## config.mk

```make
export PLATFORM = sky130hd
export DESIGN_NAME = fan_temp_ctrl
export DESIGN_NICKNAME = d
export VERILOG_FILES = /design/src/rtl/fan_temp_ctrl.sv
export SDC_FILE = /design/constraint.sdc
export NUM_CORES = 1
export LEC_CHECK = 0
export ABC_AREA = 1
export CORE_ASPECT_RATIO = 0.5
export CORE_MARGIN = 2
export CORE_UTILIZATION = 37
export CTS_BUF_LIST = sky130_fd_sc_hd__clkbuf_4 sky130_fd_sc_hd__clkbuf_8
export DETAILED_ROUTE_END_ITERATION = 6
export SLEW_MARGIN = 20
export SYNTH_ARGS = -nofsm -noshare
export SYNTH_HDL_FRONTEND = slang
export SYNTH_SLANG_ARGS = --single-unit
```

## constraint.sdc

```tcl
create_clock -name clk -period 6 [get_ports clk]
set_clock_uncertainty 0.1 [all_clocks]
set_input_delay 1.2 -clock clk [delete_from_list [all_inputs] [get_ports clk]]
set_output_delay 1.2 -clock clk [all_outputs]
set_load 0.03 [all_outputs]
```

## src/rtl/fan_temp_ctrl.sv

```systemverilog
// Temperature-to-fan-speed controller: 4-deep moving average, hysteretic level FSM,
// ramp-limited speed output and sensor-silence fault that forces full speed.
module fan_temp_ctrl #(
  parameter int unsigned T_LOW_ON  = 25,
  parameter int unsigned T_MED_ON  = 30,
  parameter int unsigned T_HIGH_ON = 35,
  parameter int unsigned HYST      = 2,
  parameter int unsigned SPD_LOW   = 64,
  parameter int unsigned SPD_MED   = 128,
  parameter int unsigned SPD_HIGH  = 255,
  parameter int unsigned RAMP_DIV  = 256,
  parameter int unsigned RAMP_STEP = 8,
  parameter int unsigned TIMEOUT   = 100000
) (
  input  logic       clk,
  input  logic       arst,
  input  logic [7:0] temp,
  input  logic       temp_valid,
  input  logic       enable,
  output logic [7:0] speed,
  output logic [1:0] level,
  output logic       fault
);

  typedef enum logic [1:0] {
    LVL_OFF  = 2'd0,
    LVL_LOW  = 2'd1,
    LVL_MED  = 2'd2,
    LVL_HIGH = 2'd3
  } level_e;

  localparam logic [7:0] LOW_ON   = 8'(T_LOW_ON);
  localparam logic [7:0] MED_ON   = 8'(T_MED_ON);
  localparam logic [7:0] HIGH_ON  = 8'(T_HIGH_ON);
  localparam logic [7:0] LOW_OFF  = 8'(T_LOW_ON - HYST);
  localparam logic [7:0] MED_OFF  = 8'(T_MED_ON - HYST);
  localparam logic [7:0] HIGH_OFF = 8'(T_HIGH_ON - HYST);
  localparam logic [8:0] STEP     = 9'(RAMP_STEP);
  localparam int RC_W = (RAMP_DIV > 1) ? $clog2(RAMP_DIV) : 1;
  localparam int TO_W = $clog2(TIMEOUT + 1);

  // ---------------------------------------------------------------------------
  // Averaging window
  // ---------------------------------------------------------------------------
  logic [7:0] win [4];
  logic       filled;
  logic [9:0] win_sum;

  // NOTE: the window is a small register array, so it can take the async reset
  // like any other flop; larger storage would normally be left unreset.
  // NOTE: sequential state uses non-blocking assignments so every flop samples
  // the pre-edge value of its neighbours, which is what makes the shift work.
  always_ff @(posedge clk or negedge arst) begin
    if (!arst) begin
      for (int i = 0; i < 4; i++) win[i] <= '0;
      filled <= 1'b0;
    end else if (temp_valid) begin
      if (!filled) begin
        // Prime the whole window so the first average is the first sample.
        for (int i = 0; i < 4; i++) win[i] <= temp;
        filled <= 1'b1;
      end else begin
        win[0] <= temp;
        for (int i = 1; i < 4; i++) win[i] <= win[i-1];
      end
    end
  end

  always_comb begin
    win_sum = 10'(win[0]) + 10'(win[1]) + 10'(win[2]) + 10'(win[3]);
  end

  // ---------------------------------------------------------------------------
  // Registered average, one cycle after the window update
  // ---------------------------------------------------------------------------
  logic       win_upd;
  logic       avg_valid;
  logic [7:0] avg;

  always_ff @(posedge clk or negedge arst) begin
    if (!arst) begin
      win_upd   <= 1'b0;
      avg_valid <= 1'b0;
      avg       <= '0;
    end else begin
      win_upd   <= temp_valid;
      avg_valid <= win_upd;
      if (win_upd) avg <= 8'(win_sum >> 2);
    end
  end

  // ---------------------------------------------------------------------------
  // Level FSM: at most one step per evaluated average
  // ---------------------------------------------------------------------------
  level_e state_q, state_d;

  always_ff @(posedge clk or negedge arst) begin
    if (!arst) state_q <= LVL_OFF;
    else       state_q <= state_d;
  end

  // NOTE: every always_comb output gets a default first so no path can leave
  // it unassigned and infer a latch.
  always_comb begin
    state_d = state_q;
    if (!enable) begin
      state_d = LVL_OFF;
    end else if (avg_valid) begin
      case (state_q)
        LVL_OFF:  if (avg >= LOW_ON) state_d = LVL_LOW;
        LVL_LOW: begin
          if (avg >= MED_ON)       state_d = LVL_MED;
          else if (avg < LOW_OFF)  state_d = LVL_OFF;
        end
        LVL_MED: begin
          if (avg >= HIGH_ON)      state_d = LVL_HIGH;
          else if (avg < MED_OFF)  state_d = LVL_LOW;
        end
        LVL_HIGH: if (avg < HIGH_OFF) state_d = LVL_MED;
        default:  state_d = LVL_OFF;
      endcase
    end
  end

  assign level = state_q;

  // ---------------------------------------------------------------------------
  // Target speed
  // ---------------------------------------------------------------------------
  logic [7:0] target;

  always_comb begin
    target = '0;
    if (!enable) begin
      target = '0;
    end else if (fault) begin
      target = 8'd255;
    end else begin
      case (state_q)
        LVL_LOW:  target = 8'(SPD_LOW);
        LVL_MED:  target = 8'(SPD_MED);
        LVL_HIGH: target = 8'(SPD_HIGH);
        default:  target = '0;
      endcase
    end
  end

  // ---------------------------------------------------------------------------
  // Ramp limiter: speed moves at most RAMP_STEP once per RAMP_DIV cycles
  // ---------------------------------------------------------------------------
  logic [RC_W-1:0] ramp_cnt;
  logic            tick;
  logic [8:0]      up_sum;
  logic [7:0]      speed_d;

  assign tick = (ramp_cnt == RC_W'(RAMP_DIV - 1));

  always_ff @(posedge clk or negedge arst) begin
    if (!arst)     ramp_cnt <= '0;
    else if (tick) ramp_cnt <= '0;
    else           ramp_cnt <= ramp_cnt + 1'b1;
  end

  // Nine-bit arithmetic keeps the step from wrapping past 255 or below 0.
  always_comb begin
    up_sum  = {1'b0, speed} + STEP;
    speed_d = speed;
    if (speed < target) begin
      speed_d = (up_sum >= {1'b0, target}) ? target : up_sum[7:0];
    end else if (speed > target) begin
      speed_d = ({1'b0, speed} >= ({1'b0, target} + STEP)) ? 8'(speed - 8'(RAMP_STEP)) : target;
    end
  end

  always_ff @(posedge clk or negedge arst) begin
    if (!arst)     speed <= '0;
    else if (tick) speed <= speed_d;
  end

  // ---------------------------------------------------------------------------
  // Sensor timeout: a strobe on the edge that would expire the count wins
  // ---------------------------------------------------------------------------
  logic [TO_W-1:0] to_cnt;

  always_ff @(posedge clk or negedge arst) begin
    if (!arst) begin
      to_cnt <= '0;
      fault  <= 1'b0;
    end else if (temp_valid) begin
      to_cnt <= '0;
      fault  <= 1'b0;
    end else if (to_cnt >= TO_W'(TIMEOUT - 1)) begin
      to_cnt <= TO_W'(TIMEOUT);
      fault  <= 1'b1;
    end else begin
      to_cnt <= to_cnt + 1'b1;
    end
  end

endmodule

```

======== Yosys cells after proc, flatten, opt, wreduce, memory -nomap -nowiden ========
Index checks and enable logic that the tools add are counted.
word-level totals
  input port bits ......................... 12
  output and inout bits ................... 11
  bits in registers ....................... 79
  word-level logic and storage cells ...... 68
operators by class
  multiplexer cells ....................... 22
  $lt $le $gt $ge ......................... 11
  $add $sub $neg .......................... 8
  reductions and logical operators ........ 5
  equality and inequality tests ........... 9
operator list
  cell                   number
  $mux 8                 7
  $mux 17                2
  $mux 24                1
  $pmux 8 s3             1
  $add 8x4->9 const B    2
  $add 17x1->17 const B  1
  $ge 17x17->1 const B   1
  $ge 8x5->1 const B     2
  $lt 8x5->1 const B     2
  $mux 2                 8
  $add 10x8->10          1
  $add 9x8->10           1
  $add 8x8->9            1
  $ge 8x9->1             1
  $ge 9x8->1             1
  $add 8x1->8 const B    1
  $eq 8x8->1 const B     1
  $ge 8x6->1 const B     1
  $gt 8x8->1             1
  $lt 8x6->1 const B     1
  $lt 8x8->1             1
  $ne 4x4->1 const B     2
  $pmux 2 s4             1
  $sub 8x4->8 const B    1
  other kinds (9)        13

======== Depth between registers and ports, before layout ========
Gate-level depths: netlist of run 1.
  depth after elaboration ................. 9
  gate-level depth with buffers ........... 16
  depth with buffers taken out ............ 16

======== Least setup slack after synthesis of run 1 ========
No wires, ideal clock.
  kind .................................... in2reg
  from .................................... input enable
  to ...................................... register speed[7]
  setup time .............................. 117 ps
  data required time ...................... 5,783 ps
  cell stages on the path ................. 12
  path slack .............................. 3,065 ps
  path buffers ............................ 0
  arrival ................................. 2,718 ps
  cells stage by stage .................... nand2_2 -> inv_1 -> ha_1 -> xnor2_1 -> ha_1 -> nand2_1 -> nor2_1 -> nand4_1 -> nand4_1 -> nand3_1 -> nand3_1 -> nand2_1
between the ends
  longest elaborated chain between the ends .. 6
  elaborated cells between the ends (all ways) .. 12
  those cells by class .................... add/sub: 1; order compare: 4; mux: 5; reduce/logical: 2
RTL lines
  element                 line  text
  start: declaration      19    input logic enable,
  $mux 8 (*)              134   if (!enable) begin
  $add 8x4->9             171   speed_d = ({1'b0, speed} >= ({1'b0, target} + STEP)) ? 8'(speed - 8'(RAMP_STEP)) : target;
  $ge 8x9->1              171
  $mux 8                  171
  $mux 8                  170   end else if (speed > target) begin
  $mux 8                  168   if (speed < target) begin
  end signal: assignment  177   else if (tick) speed <= speed_d;
  end: declaration        20    output logic [7:0] speed,
Every way passes the cells marked *; elsewhere a longest branch is shown, timed or not. The select of a mux whose other input is x is not followed.
A chain may end at the register's enable or synchronous reset.

======== Final worst setup path of run 1 ========
  from .................................... input enable
  to ...................................... register speed[4]
The elaborated chain is that of the path after synthesis.

==> results of run 1 <==
cell families (layout without fill, tap and decap cells):
group | count (synthesis) | in the layout | synth area share (%)
AO/OA/AOI/OAI | 86 | 86 | 10.3
XOR/XNOR | 24 | 24 | 4.24
adder cells (fa/ha/maj) | 43 | 43 | 13.3
buffers and inverters | 112 | 139 | 8.83
flip-flops | 77 | 77 | 38.9
AND/OR/NAND/NOR | 274 | 274 | 24.5
how the worst max path moves through the flow:
stage	endpoint	slack, ns	cells past startpoint
floorplan	speed[7]	3.07	12
global placement	speed[3]	2.10	12
global route	speed[5]	2.29	12
detailed placement	speed[5]	2.09	12
CTS	speed[5]	2.49	12
finish	speed[4]	2.45	12
cells in the mapped netlist:
library cell	n
nand4_1	8
nor3_1	9
o21a_1	1
nand3_1	34
nor4_1	4
dfrtp_1	77
nor2_2	7
inv_2	6
clkinv_1	2
buf_4	4
nor2_4	3
a21oi_2	1
inv_1	90
nand2_4	1
fa_1	16
nand2_1	132
xnor2_1	8
inv_4	1
ha_1	27
o21bai_1	1
nor2_1	62
o21ai_1	2
clkbuf_1	9
xor2_1	16
nor3_2	1
o311ai_0	1
a211oi_1	1
nand3_2	4
or2_2	2
o21ai_0	20
o21ai_2	1
a31oi_1	3
nand2_2	6
nor3b_1	1
o22ai_1	2
a21oi_1	31
a22oi_1	21
o211ai_1	1
worst reg2reg max path: cells and delay by family, from the launching register on:
family	cells	cell delay, ns
adders and majority gates	3	1.31
AOI/OAI and AO/OA	3	0.48
buffers and inverters	2	0.14
and+or+nand+nor	4	0.46
DFF	1	0.38
per-layer routing:
layer / track usage, % / routed length [µm] / up-vias
li1: - / - / 2012
met1: 19.5 / 5020 / 1816
met2: 24.9 / 4470 / 46
met3: 3.88 / 323 / 6
met4: 3.95 / 68 / 0
met5: 0 / 0 / -
flip-flops by register name (all words and copies together) (netlist names):
name,flops
win,32
to_cnt,17
avg,8
ramp_cnt,8
speed,6
level,2
avg_valid,1
fault,1
filled,1
win_upd,1
power by group:
group / leakage [µW] / internal (µW) / switching [µW]
clock network: 0.0000903 / 159 / 215
logic: 0.00170 / 247 / 380
registers: 0.000945 / 580 / 45.4
total: 0.00274 / 986 / 641
layout by cell type (no fill, tap or decap), types with 3 or more instances in the layout:
cell type	synthesis	routed
nand3_2	4	4
inv_2	6	6
nand2_2	6	6
a22oi_1	21	21
inv_1	90	90
nor4_1	4	4
dfrtp_1	77	77
o21ai_0	20	20
ha_1	27	27
nor3_1	9	9
xnor2_1	8	8
nor2_1	62	62
nand4_1	8	8
a31oi_1	3	3
clkdlybuf4s50_1	0	21
nand2_1	132	132
fa_1	16	16
nor2_2	7	7
nor2_4	3	3
xor2_1	16	16
a21oi_1	31	31
nand3_1	34	34
clkbuf_8	0	9
area by class of cell:
| class | count | area, µm² |
|---|---|---|
| Tap cell | 170 | 213 |
| Multi-Input combinational cell | 427 | 2590 |
| Clock inverter | 7 | 63.8 |
| Timing Repair Buffer | 24 | 253 |
| Inverter | 99 | 374 |
| Clock buffer | 9 | 124 |
| Fill cell | 1298 | 7330 |
| Sequential cell | 77 | 1930 |
stage by stage:
stage | cell area [µm²] | setup WS, ns | utilization, %
global placement | 5330 | 2.10 | 41.4
floorplan | 4960 | 3.07 | -
detailed placement | 5330 | 2.09 | 41.4
finish | 5550 | 2.45 | 43.1
CTS | 5520 | 2.49 | 42.9
global route | 5550 | 2.29 | 43.1
==> results.md, run 1 <==
- Critical Path Sink Type: flop
- Hold Path End: ramp_cnt[0]
- Die X-Extent: 168 µm
- R2R cell count: 12
- Fmax achieved: 282 MHz
- Slew margin rel.: 44.1%
- Min cycle time layout: 3.55 ns
- Req. time, crit path: 6.15 ns
- Final Routed Wirelength: 9.88 mm
- Post-synth top area share: 38.9%
- Lkg Pwr: 0.00274 µW
- Vias per inst: 4.77
- Final hold vios: 0
- Share of cells above drive strength 1: 8.09%
- Critical R2R Launch: win[13]
- Syn nets: 671
- Vias: 3880
- GRT overflow: 0
- Reg-to-Reg End: avg[6]
- Final worst path period share: 59.2%
- Vias in the first global route: 3739
- Synth warn: 0
- Clk buf depth: 2
- # setup viols final: 0
- WP data arrival: 3.70 ns
- Synthesized cell area: 0.00496 mm²
- Hold Path Class: flop to flop
- Total setup buffers inserted after CTS: 0
- Hold-critical path depth: 1
- Hold WS: 0.364 ns
- VDD IR max: 140 µV
- Largest net degree at the start of global routing: 78
- Post-Place Cells: 796
- Global-route wire length before repair: 17.1 mm
- Total Nets Final: 693
- Layout area overhead: 11.9%
- Top post-synthesis cells by area: dfrtp_1 (39%), nand2_1 (10%), ha_1 (6.8%)
- Critical path's top delay family: compound AO/OA/AOI/OAI gates
- I/O pins: 23
- Post-CTS Hold Fix Bufs: 0
- 1st-iter DRT viols: 246
- First-pass detailed-route iteration total: 4
- RSZ-0062 raised after global routing: no
- Cells along the critical path: clkdlybuf4s50_1, inv_1, a21oi_1, inv_1, ha_1, a21oi_1, o21a_1, nand2_2, inv_2, nand3_1, a21oi_2, a21oi_1
- Critical Path Source: enable
- Slowest CP cell: clkdlybuf4s50_1
- Setup slack, reg-to-reg: 3.02 ns
- Max-Cap Viols: 0
- Worst-Skew Late Latency: 0.37 ns
- Post-synth top area cell: dfrtp_1
- CORE AREA: 0.0129 mm²
- Ant diodes: 0
- HPWL after DPL: 7.30 mm
- DRT antenna net count: 0
- CTS Buf Count: 9
- Crit-path most repeated cell: a21oi_1
- Clk pin slew, worst setup/hold paths: 0.08 ns
- CP Buf/Inv Count: 4
- Total power: 1630 µW
- Root Driver: clkbuf_8
- CTS tree: yes
- # port buffers: 22
- H-Tree Level Count: 3
- Sink Count: 77
- Setup TNS: 0 ns
- Pwr Density: 293 mW/mm²
- Antenna violations before repair: 0
- Synth Instances: 616
- Hold_sp: ramp_cnt[0]
- Worst setup SP type: input pin
- GPL Wtd Cong: 0.850
- Synthesized flop and latch total: 77
- Resize count post-CTS: 0
- Die Y: 85.9 µm
- Synthesized area per cell: 8.05 µm²
- # rows: 29
- Sequential-to-total area share from yosys stat: 38.9%
- Final std cells w/o fill: 813
- Full die area: 0.0144 mm²
- Max-slew violations: 0
- Initial core utilization: 38.5%
- Worst-Margin Slew: 0.836 ns
- DRC viols: 0
- Critical path class: input pin to flop
- Synth unique cells: 38
- CP max stage delay: 0.55 ns
- Status: finished, final reports clean
- All-Layer GR Usage: 14.9%
- Average wire per standard cell: 12.2 µm
- Crit Path Max Fanout: 7
(Power assumes the default switching activity.)
==> run 2, diff against run 1 <==
==> constraint.sdc (replaced) <==
create_clock -name clk -period 3.6 [get_ports clk]
set_clock_uncertainty 0.1 [all_clocks]
set_input_delay 0.72 -clock clk [delete_from_list [all_inputs] [get_ports clk]]
set_output_delay 0.72 -clock clk [all_outputs]
set_load 0.03 [all_outputs]
==> run 2 against run 1 <==
  * Sequential share of layout area down 0.26 points
  * Critical path depth up 1
  * Critical endpoint is now avg[7]
  * Die area unchanged
  * Critical path type is now flop to flop
  * Sequential power up 66%
  * Hold slack worse by 0.10 ns
==> results.md, run 2 (same netlist as run 1, synthesis figures left out) <==
- Status: finished, final reports clean (unchanged)
- Clk buf depth: 2 (unchanged)
- Post-CTS Hold Fix Bufs: 0 (unchanged)
- Full die area: 0.0144 mm² (unchanged)
- Total Nets Final: 695 (was 693)
- Min cycle time layout: 2.99 ns
- Flop pwr share: 36.4% (was 38.4%)
- I/O pins: 23 (unchanged)
- Cells along the critical path: inv_1, fa_1, fa_1, inv_1, fa_1, nand3_1, nand2_1, nand2_1, nand2_1, a21oi_1, nor2_1, o21ai_0, a21oi_1 (was clkdlybuf4s50_1, inv_1, a21oi_1, inv_1, ha_1, a21oi_1, o21a_1, nand2_2, inv_2, nand3_1, a21oi_2, a21oi_1)
- Die X-Extent: 168 µm (unchanged)
- CTS Buf Count: 9 (unchanged)
- Final hold vios: 0 (unchanged)
- Slowest CP cell: fa_1 (was clkdlybuf4s50_1)
- R2R cell count: 13 (was 12)
- Hold Path Class: input pin to async pin (was flop to flop)
- All-Layer GR Usage: 15.4% (was 14.9%)
- Crit Path Max Fanout: 3 (was 7)
- Biggest regs: win: 32 flops, to_cnt: 17 flops (unchanged)
- Max-slew violations: 0 (unchanged)
- Clk pin slew, worst setup/hold paths: 0.10 ns (was 0.08 ns)
- H-Tree Level Count: 3 (unchanged)
- Critical Path Source: win[10] (was enable)
- 1st-iter DRT viols: 182 (was 246)
- Clock group share of total power: 26.8% (was 23.0%)
- Commonest non-fill, non-tap cell in the layout: nand2_1 (unchanged)
- Worst-Skew Late Latency: 0.36 ns (was 0.37 ns)
- Critical R2R Launch: win[10] (was win[13])
- HPWL after DPL: 7.41 mm (was 7.30 mm)
- DRT antenna net count: 0 (unchanged)
- Critical Path Sink Type: flop (unchanged)
- WP data arrival: 3.13 ns (was 3.70 ns)
- CP max stage delay: 0.52 ns (was 0.55 ns)
- Critical path's top delay family: adder cells (was compound AO/OA/AOI/OAI gates)
- First-pass detailed-route iteration total: 5 (was 4)
- # setup viols final: 0 (unchanged)
- Vias in the first global route: 3993 (was 3739)
- Worst-Margin Slew: 0.710 ns (was 0.836 ns)
- Average wire per standard cell: 12.3 µm (was 12.2 µm)
- Max reg flops: 32 (unchanged)
- Global-route wire length before repair: 18.0 mm (was 17.1 mm)
- Commonest non-fill, non-tap cells in the layout: nand2_1 (132), inv_1 (90), dfrtp_1 (77), nor2_1 (62), nand3_1 (34) (unchanged)
- Hold WS: 0.259 ns (was 0.364 ns)
- Resize count post-CTS: 0 (unchanged)
- # port buffers: 22 (unchanged)
- Layout area overhead: 12.7% (was 11.9%)
- Initial core utilization: 38.5% (unchanged)
- Vias per inst: 4.78 (was 4.77)
- Lkg Pwr: 0.00277 µW (was 0.00274 µW)
- Req. time, crit path: 3.75 ns (was 6.15 ns)
- Critical path class: flop to flop (was input pin to flop)
- VDD IR max: 193 µV (was 140 µV)
- CP Buf/Inv Count: 2 (was 4)
- RSZ-0062 raised after global routing: no (unchanged)
- Largest Register: win (unchanged)
- Final Routed Wirelength: 9.99 mm (was 9.88 mm)
- Antenna violations before repair: 0 (unchanged)
- Max-Cap Viols: 0 (unchanged)
- # rows: 29 (unchanged)
- Die Y: 85.9 µm (unchanged)
- Vias: 3895 (was 3880)
- Internal power: 1780 µW (was 986 µW)
- Pwr Density: 511 mW/mm² (was 293 mW/mm²)
- Sw Share: 37.5% (was 39.4%)
- Setup TNS: 0 ns (unchanged)
- Slew margin rel.: 52.7% (was 44.1%)
- Fmax achieved: 335 MHz
- Portion of total power attributed to combinational logic: 36.8% (was 38.5%)
- CTS tree: yes (unchanged)
- Sw power: 1070 µW (was 641 µW)
- Sink Count: 77 (unchanged)
- CP Depth: 13 (was 12)
- Share of cells above drive strength 1: 8.37% (was 8.09%)
- Root Driver: clkbuf_8 (unchanged)
- Total setup buffers inserted after CTS: 0 (unchanged)
- Worst setup SP type: flop (was input pin)
- Largest net degree at the start of global routing: 78 (unchanged)
- Final worst path period share: 83.0%
- CORE AREA: 0.0129 mm² (unchanged)
- Ant diodes: 0 (unchanged)
- GPL Wtd Cong: 0.868 (was 0.850)
- DRC viols: 0 (unchanged)
- GRT overflow: 0 (unchanged)
==> run 2: changes by cell type in the layout (fill, tap and decap cells not counted), sizes merged <==
cell | before | now
clkinvlp | 2 | 0
clkinv | 3 | 4
buf | 3 | 5
bufinv | 0 | 2
inv | 101 | 100
==> run 2: path summary, 6_finish.rpt <==
path / endpoint / slack (ns)
hold / removal: to_cnt[4] / 0.26
max in group asynchronous: speed[1] / 2.61
min in group clk: ramp_cnt[0] / 0.37
setup / recovery: avg[7] / 0.61
hold reg to reg: ramp_cnt[0] / 0.37
setup reg to reg: avg[7] / 0.61
==> run 2: cell type report <==
| type | instances | area, µm² |
|---|---|---|
| Clock inverter | 7 | 106 |
| Clock buffer | 9 | 124 |
| Inverter | 99 | 374 |
| Fill cell | 1326 | 7290 |
| Tap cell | 170 | 213 |
| Timing Repair Buffer | 26 | 251 |
| Sequential cell | 77 | 1930 |
| Multi-Input combinational cell | 427 | 2590 |
==> run 2: routing by layer <==
metal	track usage, %	vias up	part of all wire, %
li1	-	2010	-
met1	19.6	1837	49
met2	27.1	40	48
met3	3.46	8	2.5
met4	3.79	0	0.85
met5	0	-	0
==> run 2: power by group through the flow <==
| stage | sequential (µW) | combinational [µW] | clock [µW] |
|---|---|---|---|
| 2_1_floorplan | 1060 | 811 | 0 |
| 6_report | 1040 | 1050 | 764 |
| 3_5_place_dp | 1060 | 1060 | 0 |
| 4_1_cts | 1040 | 1060 | 791 |
| 3_3_place_gp | 1060 | 1040 | 0 |
| 5_1_grt | 1060 | 1230 | 827 |
==> run 2: metrics by stage <==
stage / area, µm² / utilization (%) / power (µW) / setup WS, ns / std cells
final: 5590 / 43.4 / 2850 / 0.613 / 815
after global routing: 5590 / 43.4 / 3120 / 0.401 / 815
after CTS: 5590 / 43.4 / 2900 / 0.573 / 815
after detailed placement: 5360 / 41.6 / 2120 / 0.357 / 799
after global placement: 5360 / 41.6 / 2100 / 0.420 / 799
after floorplan: 4960 / - / 1870 / 0.804 / 616
